==> src/rtl/pll_lock_detector_if.sv <==
// pll_lock_detector_if: sample and status bundle between the ADPLL error path
// and the lock detector.
// Optional feature macro: PLL_LOCK_PEAK_HOLD_EN adds the peak_abs_o status field.
interface pll_lock_detector_if #(
  parameter int ERR_W        = 8,
  parameter int LOCK_COUNT   = 64,
  parameter int UNLOCK_COUNT = 4
);
  localparam int CNT_MAX = (LOCK_COUNT > UNLOCK_COUNT) ? LOCK_COUNT : UNLOCK_COUNT;
  localparam int CW      = $clog2(CNT_MAX + 1);

  logic                    enable_i;
  logic                    err_valid_i;
  logic signed [ERR_W-1:0] err_i;
  logic                    locked_o;
  logic [1:0]              state_o;
  logic                    lock_lost_o;
  logic [CW-1:0]           run_cnt_o;
`ifdef PLL_LOCK_PEAK_HOLD_EN
  logic [ERR_W-2:0]        peak_abs_o;

  modport master (
    output enable_i, err_valid_i, err_i,
    input  locked_o, state_o, lock_lost_o, run_cnt_o, peak_abs_o
  );

  modport slave (
    input  enable_i, err_valid_i, err_i,
    output locked_o, state_o, lock_lost_o, run_cnt_o, peak_abs_o
  );
`else
  modport master (
    output enable_i, err_valid_i, err_i,
    input  locked_o, state_o, lock_lost_o, run_cnt_o
  );

  modport slave (
    input  enable_i, err_valid_i, err_i,
    output locked_o, state_o, lock_lost_o, run_cnt_o
  );
`endif

endinterface

==> src/rtl/pll_lock_detector.sv <==
// pll_lock_detector: hysteretic lock qualifier for the ADPLL phase error.
// N consecutive in-window samples declare lock, M consecutive out-of-window
// samples (through HOLDOVER) declare loss and fire a one-cycle lock_lost pulse.
// Optional feature macro: PLL_LOCK_PEAK_HOLD_EN tracks the peak |error| seen
// while locked.
module pll_lock_detector #(
  parameter int ERR_W        = 8,
  parameter int LOCK_THRESH  = 2,
  parameter int LOCK_COUNT   = 64,
  parameter int UNLOCK_COUNT = 4
) (
  input  logic               clk_i,
  input  logic               rst_n_i,
  pll_lock_detector_if.slave bus
);

  localparam int CNT_MAX = (LOCK_COUNT > UNLOCK_COUNT) ? LOCK_COUNT : UNLOCK_COUNT;
  localparam int CW      = $clog2(CNT_MAX + 1);

  localparam logic [CW-1:0] LOCK_LAST   = CW'(LOCK_COUNT);
  localparam logic [CW-1:0] UNLOCK_LAST = CW'(UNLOCK_COUNT);

  typedef enum logic [1:0] {
    UNLOCKED = 2'd0,
    ACQUIRE  = 2'd1,
    LOCKED   = 2'd2,
    HOLDOVER = 2'd3
  } state_t;

  state_t           state_reg, state_next;
  logic [CW-1:0]    run_cnt_reg, run_cnt_next;
  logic             lock_lost_reg, lock_lost_next;
  logic [ERR_W-1:0] err_bits;
  logic [ERR_W-2:0] abs_val;
  logic [CW-1:0]    cnt_inc;
  logic             accept;
  logic             in_win;
`ifdef PLL_LOCK_PEAK_HOLD_EN
  logic [ERR_W-2:0] peak_reg, peak_next;
  logic [ERR_W-2:0] peak_upd;
`endif

  assign accept   = bus.enable_i & bus.err_valid_i;
  assign err_bits = bus.err_i;
  // The counter is only incremented below its terminal value, so it cannot wrap.
  assign cnt_inc  = run_cnt_reg + 1'b1;

  // Magnitude of the sample; the most-negative code saturates to the largest
  // positive magnitude instead of wrapping back to a negative value.
  always_comb begin
    if (!err_bits[ERR_W-1]) begin
      abs_val = err_bits[ERR_W-2:0];
    end else if (err_bits[ERR_W-2:0] == '0) begin
      abs_val = '1;
    end else begin
      abs_val = (~err_bits[ERR_W-2:0]) + 1'b1;
    end
    in_win = (int'({1'b0, abs_val}) <= LOCK_THRESH);
  end

`ifdef PLL_LOCK_PEAK_HOLD_EN
  assign peak_upd = (abs_val > peak_reg) ? abs_val : peak_reg;
`endif

  // State register: state, run counter, loss pulse and optional peak.
  always_ff @(posedge clk_i or negedge rst_n_i) begin
    if (!rst_n_i) begin
      state_reg     <= UNLOCKED;
      run_cnt_reg   <= '0;
      lock_lost_reg <= 1'b0;
`ifdef PLL_LOCK_PEAK_HOLD_EN
      peak_reg      <= '0;
`endif
    end else begin
      state_reg     <= state_next;
      run_cnt_reg   <= run_cnt_next;
      lock_lost_reg <= lock_lost_next;
`ifdef PLL_LOCK_PEAK_HOLD_EN
      peak_reg      <= peak_next;
`endif
    end
  end

  // Next-state logic: everything holds unless a sample is accepted; the loss
  // pulse defaults low so it always clears after one cycle, even if disabled.
  always_comb begin
    state_next     = state_reg;
    run_cnt_next   = run_cnt_reg;
    lock_lost_next = 1'b0;
`ifdef PLL_LOCK_PEAK_HOLD_EN
    peak_next      = peak_reg;
`endif
    if (accept) begin
      case (state_reg)
        UNLOCKED: begin
          if (in_win) begin
            if (LOCK_COUNT == 1) begin
              state_next   = LOCKED;
              run_cnt_next = '0;
`ifdef PLL_LOCK_PEAK_HOLD_EN
              peak_next    = '0;
`endif
            end else begin
              state_next   = ACQUIRE;
              run_cnt_next = CW'(1);
            end
          end else begin
            run_cnt_next = '0;
          end
        end
        ACQUIRE: begin
          if (in_win) begin
            if (cnt_inc == LOCK_LAST) begin
              state_next   = LOCKED;
              run_cnt_next = '0;
`ifdef PLL_LOCK_PEAK_HOLD_EN
              peak_next    = '0;
`endif
            end else begin
              run_cnt_next = cnt_inc;
            end
          end else begin
            state_next   = UNLOCKED;
            run_cnt_next = '0;
          end
        end
        LOCKED: begin
`ifdef PLL_LOCK_PEAK_HOLD_EN
          peak_next = peak_upd;
`endif
          if (!in_win) begin
            if (UNLOCK_COUNT == 1) begin
              state_next     = UNLOCKED;
              run_cnt_next   = '0;
              lock_lost_next = 1'b1;
            end else begin
              state_next   = HOLDOVER;
              run_cnt_next = CW'(1);
            end
          end else begin
            run_cnt_next = '0;
          end
        end
        HOLDOVER: begin
`ifdef PLL_LOCK_PEAK_HOLD_EN
          peak_next = peak_upd;
`endif
          if (in_win) begin
            state_next   = LOCKED;
            run_cnt_next = '0;
          end else if (cnt_inc == UNLOCK_LAST) begin
            state_next     = UNLOCKED;
            run_cnt_next   = '0;
            lock_lost_next = 1'b1;
          end else begin
            run_cnt_next = cnt_inc;
          end
        end
        default: begin
          state_next   = UNLOCKED;
          run_cnt_next = '0;
        end
      endcase
    end
  end

  // Output decode: all outputs come straight from registered state.
  always_comb begin
    bus.state_o     = state_reg;
    bus.locked_o    = (state_reg == LOCKED) || (state_reg == HOLDOVER);
    bus.lock_lost_o = lock_lost_reg;
    bus.run_cnt_o   = run_cnt_reg;
`ifdef PLL_LOCK_PEAK_HOLD_EN
    bus.peak_abs_o  = peak_reg;
`endif
  end

endmodule

==> src/flat_wrapper.sv <==
// flat-port wrapper written by rule: the top's interface ports become plain ports
module pll_lock_detector_flat 
#(
  parameter int ERR_W        = 8,
  parameter int LOCK_THRESH  = 2,
  parameter int LOCK_COUNT   = 64,
  parameter int UNLOCK_COUNT = 4
)
  (clk_i, rst_n_i, bus_enable_i, bus_err_valid_i, bus_err_i, bus_locked_o, bus_state_o, bus_lock_lost_o, bus_run_cnt_o);
  pll_lock_detector_if #(.ERR_W(ERR_W), .LOCK_COUNT(LOCK_COUNT), .UNLOCK_COUNT(UNLOCK_COUNT)) bus_i ();
  input  logic clk_i;
  input  logic rst_n_i;
  input wire logic [$bits(bus_i.enable_i)-1:0] bus_enable_i;
  input wire logic [$bits(bus_i.err_valid_i)-1:0] bus_err_valid_i;
  input wire logic [$bits(bus_i.err_i)-1:0] bus_err_i;
  output wire logic [$bits(bus_i.locked_o)-1:0] bus_locked_o;
  output wire logic [$bits(bus_i.state_o)-1:0] bus_state_o;
  output wire logic [$bits(bus_i.lock_lost_o)-1:0] bus_lock_lost_o;
  output wire logic [$bits(bus_i.run_cnt_o)-1:0] bus_run_cnt_o;
  assign bus_i.enable_i = bus_enable_i;
  assign bus_i.err_valid_i = bus_err_valid_i;
  assign bus_i.err_i = bus_err_i;
  assign bus_locked_o = bus_i.locked_o;
  assign bus_state_o = bus_i.state_o;
  assign bus_lock_lost_o = bus_i.lock_lost_o;
  assign bus_run_cnt_o = bus_i.run_cnt_o;
  pll_lock_detector #(.ERR_W(ERR_W), .LOCK_THRESH(LOCK_THRESH), .LOCK_COUNT(LOCK_COUNT), .UNLOCK_COUNT(UNLOCK_COUNT)) u_core (.clk_i(clk_i), .rst_n_i(rst_n_i), .bus(bus_i));
endmodule
==> config.mk <==
export PLATFORM = sky130hd
export DESIGN_NAME = pll_lock_detector_flat
export DESIGN_NICKNAME = d
export VERILOG_FILES = /design/src/rtl/pll_lock_detector_if.sv /design/src/rtl/pll_lock_detector.sv /design/src/flat_wrapper.sv
export SDC_FILE = /design/constraint.sdc
export NUM_CORES = 1
export LEC_CHECK = 0
export ABC_CLOCK_PERIOD_IN_PS = 2500
export CAP_MARGIN = 15
export CORE_MARGIN = 3
export CORE_UTILIZATION = 46
export CTS_CLUSTER_DIAMETER = 150
export DETAILED_ROUTE_END_ITERATION = 10
export PLACE_DENSITY = 0.82
export REMOVE_ABC_BUFFERS = 1
export SLEW_MARGIN = 30
export SYNTH_ARGS = -nofsm -noshare
export SYNTH_HDL_FRONTEND = slang
export SYNTH_SLANG_ARGS = --single-unit
==> constraint.sdc <==
create_clock -name clk_i -period 2.5 [get_ports clk_i]
set_input_delay 0.375 -clock clk_i [delete_from_list [all_inputs] [get_ports clk_i]]
set_output_delay 0.375 -clock clk_i [all_outputs]
set_load 0.02 [all_outputs]
== Yosys cells after proc, flatten, opt, wreduce, memory -nomap -nowiden ==
Index checks and enable logic that the tools add are counted.
W data, S select, Z words.
Operators by class
  add/sub/neg operators: 2
  magnitude comparators: 1
  equality and inequality tests: 9
  multiplexer cells: 20
  bitwise operators: 2
  reductions and logical operators: 4
Operator list (number)
  $mux W7: 6
  $pmux W7 S4: 1
  $add A7 B1 Y7 const B: 2
  $mux W2: 6
  $pmux W2 S4: 1
  $eq A7 B3 Y1 const B: 1
  $eq A7 B7 Y1 const B: 1
  $le A7 B2 Y1 const B: 1
  $logic_not A7 Y1: 1
  $not A7 Y7: 1
  $mux W1: 6
  $reduce_and A5 Y1: 1
  $eq A2 B2 Y1 const B: 2
  $ne A3 B1 Y1 const B: 1
  $ne A3 B3 Y1 const B: 1
  $eq A2 B1 Y1 const B: 1
  $logic_not A2 Y1: 1
  $ne A2 B1 Y1 const B: 1
  $ne A2 B2 Y1 const B: 1
  $and A1 B1 Y1: 1
  $logic_or A1 B1 Y1: 1
Word-level totals
  register bits after elaboration: 10
  bits of input ports: 12
  logic and storage cells: 41

== Logic depth before layout (Yosys ltp) ==
Gate-level depths: netlist (run 1).
  depth after elaboration: 8
  depth in mapped cells: 8
  depth with buffers taken out: 8

== Worst setup path before layout (run 1) ==
OpenSTA, ideal clock, no wires.
  path kind: input port to flip-flop
  start point: input port bus_err_i[0]
  end point: register u_core.run_cnt_reg[3] (netlist: u_core.bus.run_cnt_o[3])
  arrival: 1873 ps
  required time: 2374 ps
  setup slack: 501 ps
  stages on the path: 8
  buffers on the path: 0
  path through: inv_1 > ha_1 > mux2_2 > a221oi_2 > o21ai_2 > xnor2_2 > nor2_1 > a221o_1
On the way
  word-level cells in the longest chain between the ends: 7
  elaborated cells between the ends (all ways): 9
Ends and longest elaborated chain
  start, declared: line flat_wrapper.sv:15  | input wire logic [$bits(bus_i.err_i)-1:0] bus_err_i;
  $not A7 Y7: line pll_lock_detector.sv:56  | abs_val = (~err_bits[ERR_W-2:0]) + 1'b1;
  $add A7 B1 Y7: line pll_lock_detector.sv:56
  $mux W7: line pll_lock_detector.sv:53  | end else if (err_bits[ERR_W-2:0] == '0) begin
  $mux W7 *: line pll_lock_detector.sv:51  | if (!err_bits[ERR_W-1]) begin
  $le A7 B2 Y1 *: line pll_lock_detector.sv:58  | in_win = (int'({1'b0, abs_val}) <= LOCK_THRESH);
  $mux W7 (on tied branches): line pll_lock_detector.sv:148, pll_lock_detector.sv:112
  $pmux W7 S4 *: line pll_lock_detector.sv:94  | case (state_reg)
  end signal, assigned: line pll_lock_detector.sv:76  | run_cnt_reg <= run_cnt_next;
  end, declared: line pll_lock_detector.sv:31  | logic [CW-1:0] run_cnt_reg, run_cnt_next;
Mark *: on every way between the ends. The rest lies on a longest branch, timed or not.
A chain may end at the register's enable or synchronous reset.

== Final worst setup path (run 1) ==
Same ends and word-level chain as after synthesis.

==> results.json, run 1 <==
{
  "cts.repair_timing.setup_buffer_count": 0,
  "power_leakage_uw": 0.0004575,
  "fin_crit_sh_pct": 93.91,
  "tritoncts_clock_tree": "built",
  "placement_rows": 14,
  "simple_gate_share_of_the_synthesized_area_pct": 26.80,
  "floorplan.die.width_um": 47.66,
  "cts_repair_resize_count": 0,
  "post_cts_hold_buffer_count": 0,
  "cts.path.max_buffers": 2,
  "placeableCoreArea_sq_mm": 0.001577,
  "detailroute.wirelength.met2_um": 847,
  "rd_place_congestion": 0.7787,
  "initial_core_util_pct": 50.63,
  "n_antenna_cell": 0,
  "ff2ff_setup_slack_ns": 0.38,
  "final_antenna_net_count": 0,
  "cts.root.buffer_cell": "clkbuf_4",
  "wirelength_met1_um": 884,
  "vias_per_cell": 5.736,
  "clock_slew_at_the_register_clock_pins_of_the_worst_setup_and_hold_paths_ns": 0.06,
  "synthDominantAreaCellType": "dfrtp_1",
  "fillerInstances": 127,
  "number_of_antenna_violations_at_the_first_check_in_global_routing": 0,
  "globalRouteOverflowTotal": 0,
  "rsz0062_at_grt": "false",
  "drive_above_1_share_pct": 17.70,
  "power_density_mw_per_mm2": 348.2,
  "combinational_family_with_the_most_area_after_synthesis": "simple AND/OR/NAND/NOR gates",
  "floorplan.die.height_um": 47.66,
  "synth-adder-area-share_pct": 6.270,
  "yosys-mux-area-fraction_pct": 1.411,
  "synthesis.area_per_instance_sq_um": 9.282,
  "clock.fmax_ghz": 0.4259,
  "worst_ir_drop_vdd_mv": 0.3433,
  "final_core_util_pct": 68.89,
  "crit_path_capture_type": "register",
  "synth.top_cells.by_area": "dfrtp_1 31%, ha_1 6.3%, nand3_1 3.1%",
  "synth-seq-area-share_pct": 31.35,
  "dp_worst_setup_slack_ns": -0.1136,
  "ff2ff_path_depth": 7,
  "numPortBuffers": 22,
  "final.min_clock_period_ns": 2.348,
  "cell_area_after_synthesis_sq_um": 798.3,
  "grt_start_max_net_pins": 11,
  "initialDrtViolationCount": 15,
  "dpl_cell_area_sq_mm": 0.001050,
  "layout_commonest_cell": "clkdlybuf4s50_1",
  "dr.max_layer_used": "met3",
  "first_global_vias": 671,
  "io_count": 23,
  "timing.final.max_slew_violations": 0,
  "synth_xor_xnor_area_share_pct": 6.426,
  "first_pass_iters": 4,
  "drt_drc_violations_left": 0,
  "routed_wire_length_per_instance_um": 14.10,
  "setup_viol": 0,
  "place_hpwl_um": 1467,
  "ys_ff_latch": 10,
  "yosysUniqueCellTypes": 47,
  "timing.clock.skew_ns": 0.0002732,
  "htree_num_levels": 1,
  "post-route-worst-setup-slack_ns": 0.1522,
  "critPathArrivalTime_ns": 2.50,
  "detail_route.wirelength_um": 1819,
  "crit_path_start_kind": "input pin",
  "synthDominantCellAreaShare_pct": 31.35,
  "max_cap_violations": 0,
  "global_route.usage.total_pct": 19.14,
  "place_inst": 125,
  "die_area_sq_mm": 0.002271,
  "complex_gate_fraction_of_the_synthesized_area_pct": 23.51,
  "postSynthCellCount": 86,
  "route.vias.total": 740,
  "most-common-layout-cells": "22 x clkdlybuf4s50_1, 10 x dfrtp_1, 6 x inv_1, 6 x nand2_1, 5 x nand3_1",
  "timing.max_slew.rel_slack_pct": 68.96,
  "crit_path_required_time_ns": 2.66,
  "finalHoldViolCount": 0,
  "hold_class": "input pin to asynchronous set/reset pin",
  "fin_cells": 129,
  "criticalPathCategory": "input pin to register",
  "outcome": "completed",
  "timing_worst_slew_pin_value_ns": 0.4642,
  "total_power_uw": 378.2,
  "cts_buffers": 3,
  "clock_sinks": 10,
  "syn2layout_area_growth_pct": 36.05,
  "finish.instance_area_sq_mm": 0.001086,
  "grt_pass1_wl_um": 3098,
  "critical_path.max_fanout": 6,
  "wl_met3_um": 87,
  "layout.nets": 130,
  "clock_latency_ns": 0.27,
  "yosys_warn_count": 0
}
cell families after synthesis:
logic type,after synthesis
muxes,1
and+or+nand+nor,34
DFF,10
adders and majority gates,4
buffers and inverters,8
AOI/OAI and AO/OA,24
xor gates and xnor gates,5
Yosys cell counts (all sizes together):
library cell	number
xor2	2
o2bb2ai	1
and3	2
nand2b	1
a221o	1
nor4bb	1
nand4b	1
o211ai	2
nand3b	1
a22o	1
nand3	5
nand2	7
inv	6
o21a	1
nor3b	1
o32ai	1
nand4	2
o21ai	6
buf	1
a21o	1
nor3	2
and2	2
a221oi	1
a211o	1
xnor2	3
dfrtp	10
o31a	1
o31ai	1
clkbuf	1
mux2	1
nor4	1
a21oi	4
ha	4
a31oi	1
or4	1
and4	1
or3	1
a32o	1
nor2b	1
nor2	4
worst max-delay path: stages:
cell and delay (ns):
clkdlybuf4s50_1 0.48, inv_1 0.06, ha_1 0.29, mux2_2 0.27
a221oi_2 0.26, o21ai_2 0.16, xnor2_2 0.24, nor2_1 0.08
a221o_1 0.29
final timing paths:
path	startpoint	to
min	rst_n_i	u_core.bus.run_cnt_o[5]
max in group asynchronous	rst_n_i	u_core.bus.state_o[0]
min in group clk_i	u_core.bus.run_cnt_o[6]	u_core.bus.run_cnt_o[6]
min reg2reg	u_core.bus.run_cnt_o[6]	u_core.bus.run_cnt_o[6]
max reg2reg	u_core.bus.run_cnt_o[0]	u_core.bus.run_cnt_o[6]
max	bus_err_i[0]	u_core.bus.run_cnt_o[3]
power by group:
group / total, uW / switching [uW] / internal (uW)
registers: 171 / 6.36 / 164
logic: 62.0 / 27.6 / 34.4
clock network: 146 / 57.0 / 88.6
total: 378 / 90.9 / 287
metal layers:
layer / GRT usage [%] / up-vias
li1: - / 378
met1: 29.09 / 342
met2: 27.54 / 20
met3: 6.015 / 0
met4: 1.613 / 0
met5: 0 / -
flip-flops by register name, indices dropped and copies added, names as in the netlist, named ones only:
register                cells
u_core.bus.run_cnt_o        7
u_core.bus.lock_lost_o      1
u_core.bus.state_o          1
per-stage QoR:
| stage | hold slack, ns | setup TNS (ns) |
|---|---|---|
| finish | 0.4236 | 0 |
| global route | 0.4294 | 0 |
| CTS | 0.4267 | 0 |
| detailed placement | 0.5576 | -0.2322 |
| global placement | 0.5617 | -0.05443 |
| floorplan | 0.07941 | 0 |
area by class of cell:
type	count	area, sq um	area share, %
timing repair buffer	25	242.7	22.35
sequential	10	250.2	23.04
inverter	6	22.52	2.074
multi-input combinational	68	514.2	47.35
clock buffer	4	36.28	3.341
tap	16	20.02	1.843
Power figures use the tool's default switching activity.
==> run 2: changes to the inputs <==
- ABC_AREA: default -> 1
- PLACE_DENSITY: 0.82 -> 0.8
==> run 2 against run 1 <==
  * Critical path depth is 6 higher
  * Final cell count up 61%
  * Count of clock-buffer cells in the layout unchanged
  * Synthesized cell count increased by 84%
  * Largest power group is now combinational logic
  * Flip-flop and latch count did not move
==> results.json, run 2 <==
{
  "drive_above_1_share_pct": 5.464,
  "power.net_switching_uw": 273.0,
  "vias_per_cell": 5.192,
  "finalHoldViolCount": 0,
  "detail_route.wirelength_um": 2317,
  "syn2layout_area_growth_pct": 31.18,
  "first_global_vias": 1024,
  "clock_share_of_power_pct": 23.3,
  "grt_pass1_wl_um": 4015,
  "ff2ff_setup_slack_ns": 0.61,
  "power.share.switching_pct": 41.05,
  "hold_class": "input pin to asynchronous set/reset pin",
  "power_density_mw_per_mm2": 556.5,
  "cts.root.buffer_cell": "clkbuf_4",
  "reg2reg_from": "u_core.bus.run_cnt_o[0]",
  "final_antenna_net_count": 0,
  "synth.top_cells.by_area": "dfrtp_1 27%, nand2_1 23%, inv_1 11%",
  "multi_input_comb_area_sq_um": 555.5,
  "floorplan.die.width_um": 50.50,
  "critPathArrivalTime_ns": 2.34,
  "synthesis.area_per_instance_sq_um": 5.765,
  "crit_path_required_time_ns": 2.72,
  "die_area_sq_mm": 0.002550,
  "criticalPathCategory": "input pin to register",
  "critical_path.max_fanout": 5,
  "ys_ff_latch": 10,
  "clock.fmax_ghz": 0.4713,
  "timing.max_slew.rel_slack_pct": 67.81,
  "largest_reg_flops": 7,
  "globalRouteOverflowTotal": 0,
  "initialDrtViolationCount": 43,
  "yosys_warn_count": 0,
  "cp_cell_sequence": "clkdlybuf4s50_1 -> inv_1 -> ha_1 -> or2_2 -> nand2_1 -> nand2_1 -> nand2_1 -> nor2_1 -> nor2_1 -> nand2_1 -> nand2_2 -> nand2_1 -> nand2_1 -> nand2_1 -> nand2_1",
  "max_cap_violations": 0,
  "grt_start_max_net_pins": 11,
  "clock_slew_at_the_register_clock_pins_of_the_worst_setup_and_hold_paths_ns": 0.08,
  "worst_ir_drop_vdd_mv": 0.5665,
  "post_cts_hold_buffer_count": 0,
  "finish.instance_area_sq_mm": 0.001195,
  "io_count": 23,
  "critical-path-top-cell-by-count": "nand2_1",
  "fraction_of_synthesis_flops_using_an_asynchronous_set_or_reset_pin_pct": 100.0,
  "ff2ff_path_depth": 13,
  "dpl_cell_area_sq_mm": 0.001159,
  "most_used_dff_post_synth": "dfrtp_1",
  "number_of_antenna_violations_at_the_first_check_in_global_routing": 0,
  "layout.nets": 200,
  "p_seq_share_pct": 34.9,
  "synth.most_common_cell": "nand2_1",
  "synthDominantCellAreaShare_pct": 27.47,
  "crit_path_capture_type": "register",
  "most-common-layout-cells": "56 x nand2_1, 27 x inv_1, 22 x clkdlybuf4s50_1",
  "crit_path_start_kind": "input pin",
  "postSynthCellCount": 158,
  "global_route.usage.total_pct": 20.21,
  "fillerInstances": 175,
  "drt_drc_violations_left": 0,
  "numPortBuffers": 22,
  "cp_slowest_cell": "clkdlybuf4s50_1",
  "fin_crit_sh_pct": 84.87,
  "finalSetupTns_ns": 0,
  "routed_wire_length_per_instance_um": 11.14,
  "cellInternalPower_uw": 392.0,
  "place_hpwl_um": 1857,
  "fin_cells": 208,
  "ranking_of_synthesized_cells_by_instance_count": "56 x nand2_1, 27 x inv_1, 21 x nor2_1",
  "dp_worst_setup_slack_ns": 0.1184,
  "tritoncts_clock_tree": "built",
  "yosysUniqueCellTypes": 17,
  "power_leakage_uw": 0.0006369,
  "outcome": "completed",
  "synth-seq-area-share_pct": 27.47,
  "floorplan.die.height_um": 50.50,
  "cts_repair_resize_count": 0,
  "final.min_clock_period_ns": 2.122,
  "layout_commonest_cell": "nand2_1",
  "first_pass_iters": 4,
  "rsz0062_at_grt": "false",
  "slowest_delay_ns": 0.54,
  "cell_area_after_synthesis_sq_um": 910.9,
  "placement_rows": 15,
  "post-route-worst-setup-slack_ns": 0.3781,
  "cts_buffers": 3,
  "place_inst": 204,
  "route.vias.total": 1080,
  "timing_worst_slew_pin_value_ns": 0.4813,
  "synthDominantAreaCellType": "dfrtp_1",
  "timing.clock.skew_ns": 0.008689,
  "synth_edf_count": 0,
  "n_antenna_cell": 0,
  "clock_sinks": 10,
  "worst-path-buf-inv": 2,
  "pwr-share-comb_pct": 41.9,
  "cts.path.max_buffers": 2,
  "htree_num_levels": 1,
  "rd_place_congestion": 0.8979,
  "initial_core_util_pct": 50.56,
  "placeableCoreArea_sq_mm": 0.001802,
  "setup_viol": 0,
  "critical_path.top_delay_family": "simple AND/OR/NAND/NOR gates",
  "area.sequential_sq_um": 250.2,
  "cts.repair_timing.setup_buffer_count": 0,
  "clock_latency_ns": 0.28,
  "timing.final.max_slew_violations": 0
}
-- run 2: area by class of cell --
type | instances | area share, %
clock buffers | 4 | 3.037
well taps | 25 | 2.618
flip-flops and latches | 10 | 20.94
repair buffers | 22 | 18.43
inverters | 27 | 8.482
multi-input cells | 120 | 46.49
-- run 2: worst max-delay path by stage --
stage	end	cells past startpoint	from	slack, ns
2_1_floorplan	u_core.bus.state_o[0]	11	u_core.bus.run_cnt_o[0]	0.77
3_3_place_gp	register	14	bus_err_i[1]	0.22
3_5_place_dp	register	14	bus_err_i[1]	0.12
4_1_cts	register	14	bus_err_i[1]	0.40
5_1_grt	register	14	bus_err_i[1]	0.20
6_report	u_core.bus.run_cnt_o[0]	15	bus_err_i[1]	0.38
-- run 2: kinds of logic (layout without fill, tap and decap cells) --
kind of cell | after synthesis | in the layout | synth area share, %
and+or+nand+nor | 101 | 101 | 46.15
buffers and inverters | 28 | 53 | 11.54
AOI/OAI and AO/OA | 15 | 15 | 9.339
DFF | 10 | 10 | 27.47
adders and majority gates | 4 | 4 | 5.495
-- run 2: routing by layer --
| layer | GRT usage (%) | share of wire (%) | vias to the layer above |
|---|---|---|---|
| met1 | 24.21 | 43 | 478 |
| li1 | - | - | 545 |
| met4 | 4.933 | 1.3 | 0 |
| met5 | 0 | 0 | - |
| met2 | 34.78 | 49 | 50 |
| met3 | 6.528 | 7.5 | 7 |
-- run 2: per-stage QoR --
step	util, %	hold WS (ns)	total power (uW)
global placement	64.31	0.5700	503.9
CTS	66.32	0.4370	667.2
detailed placement	64.31	0.5902	511.1
floorplan	-	0.07941	386.8
global route	66.32	0.4390	717.3
finish	66.32	0.4150	665.0
-- run 2: power by group through the flow --
stage                     logic [uW]  clock network [uW]  registers [uW]
final                            278                 155             232
after global routing             313                 163             242
after CTS                        279                 157             231
after detailed placement         277                   0             234
after global placement           272                   0             232
after floorplan                  120                   0             267
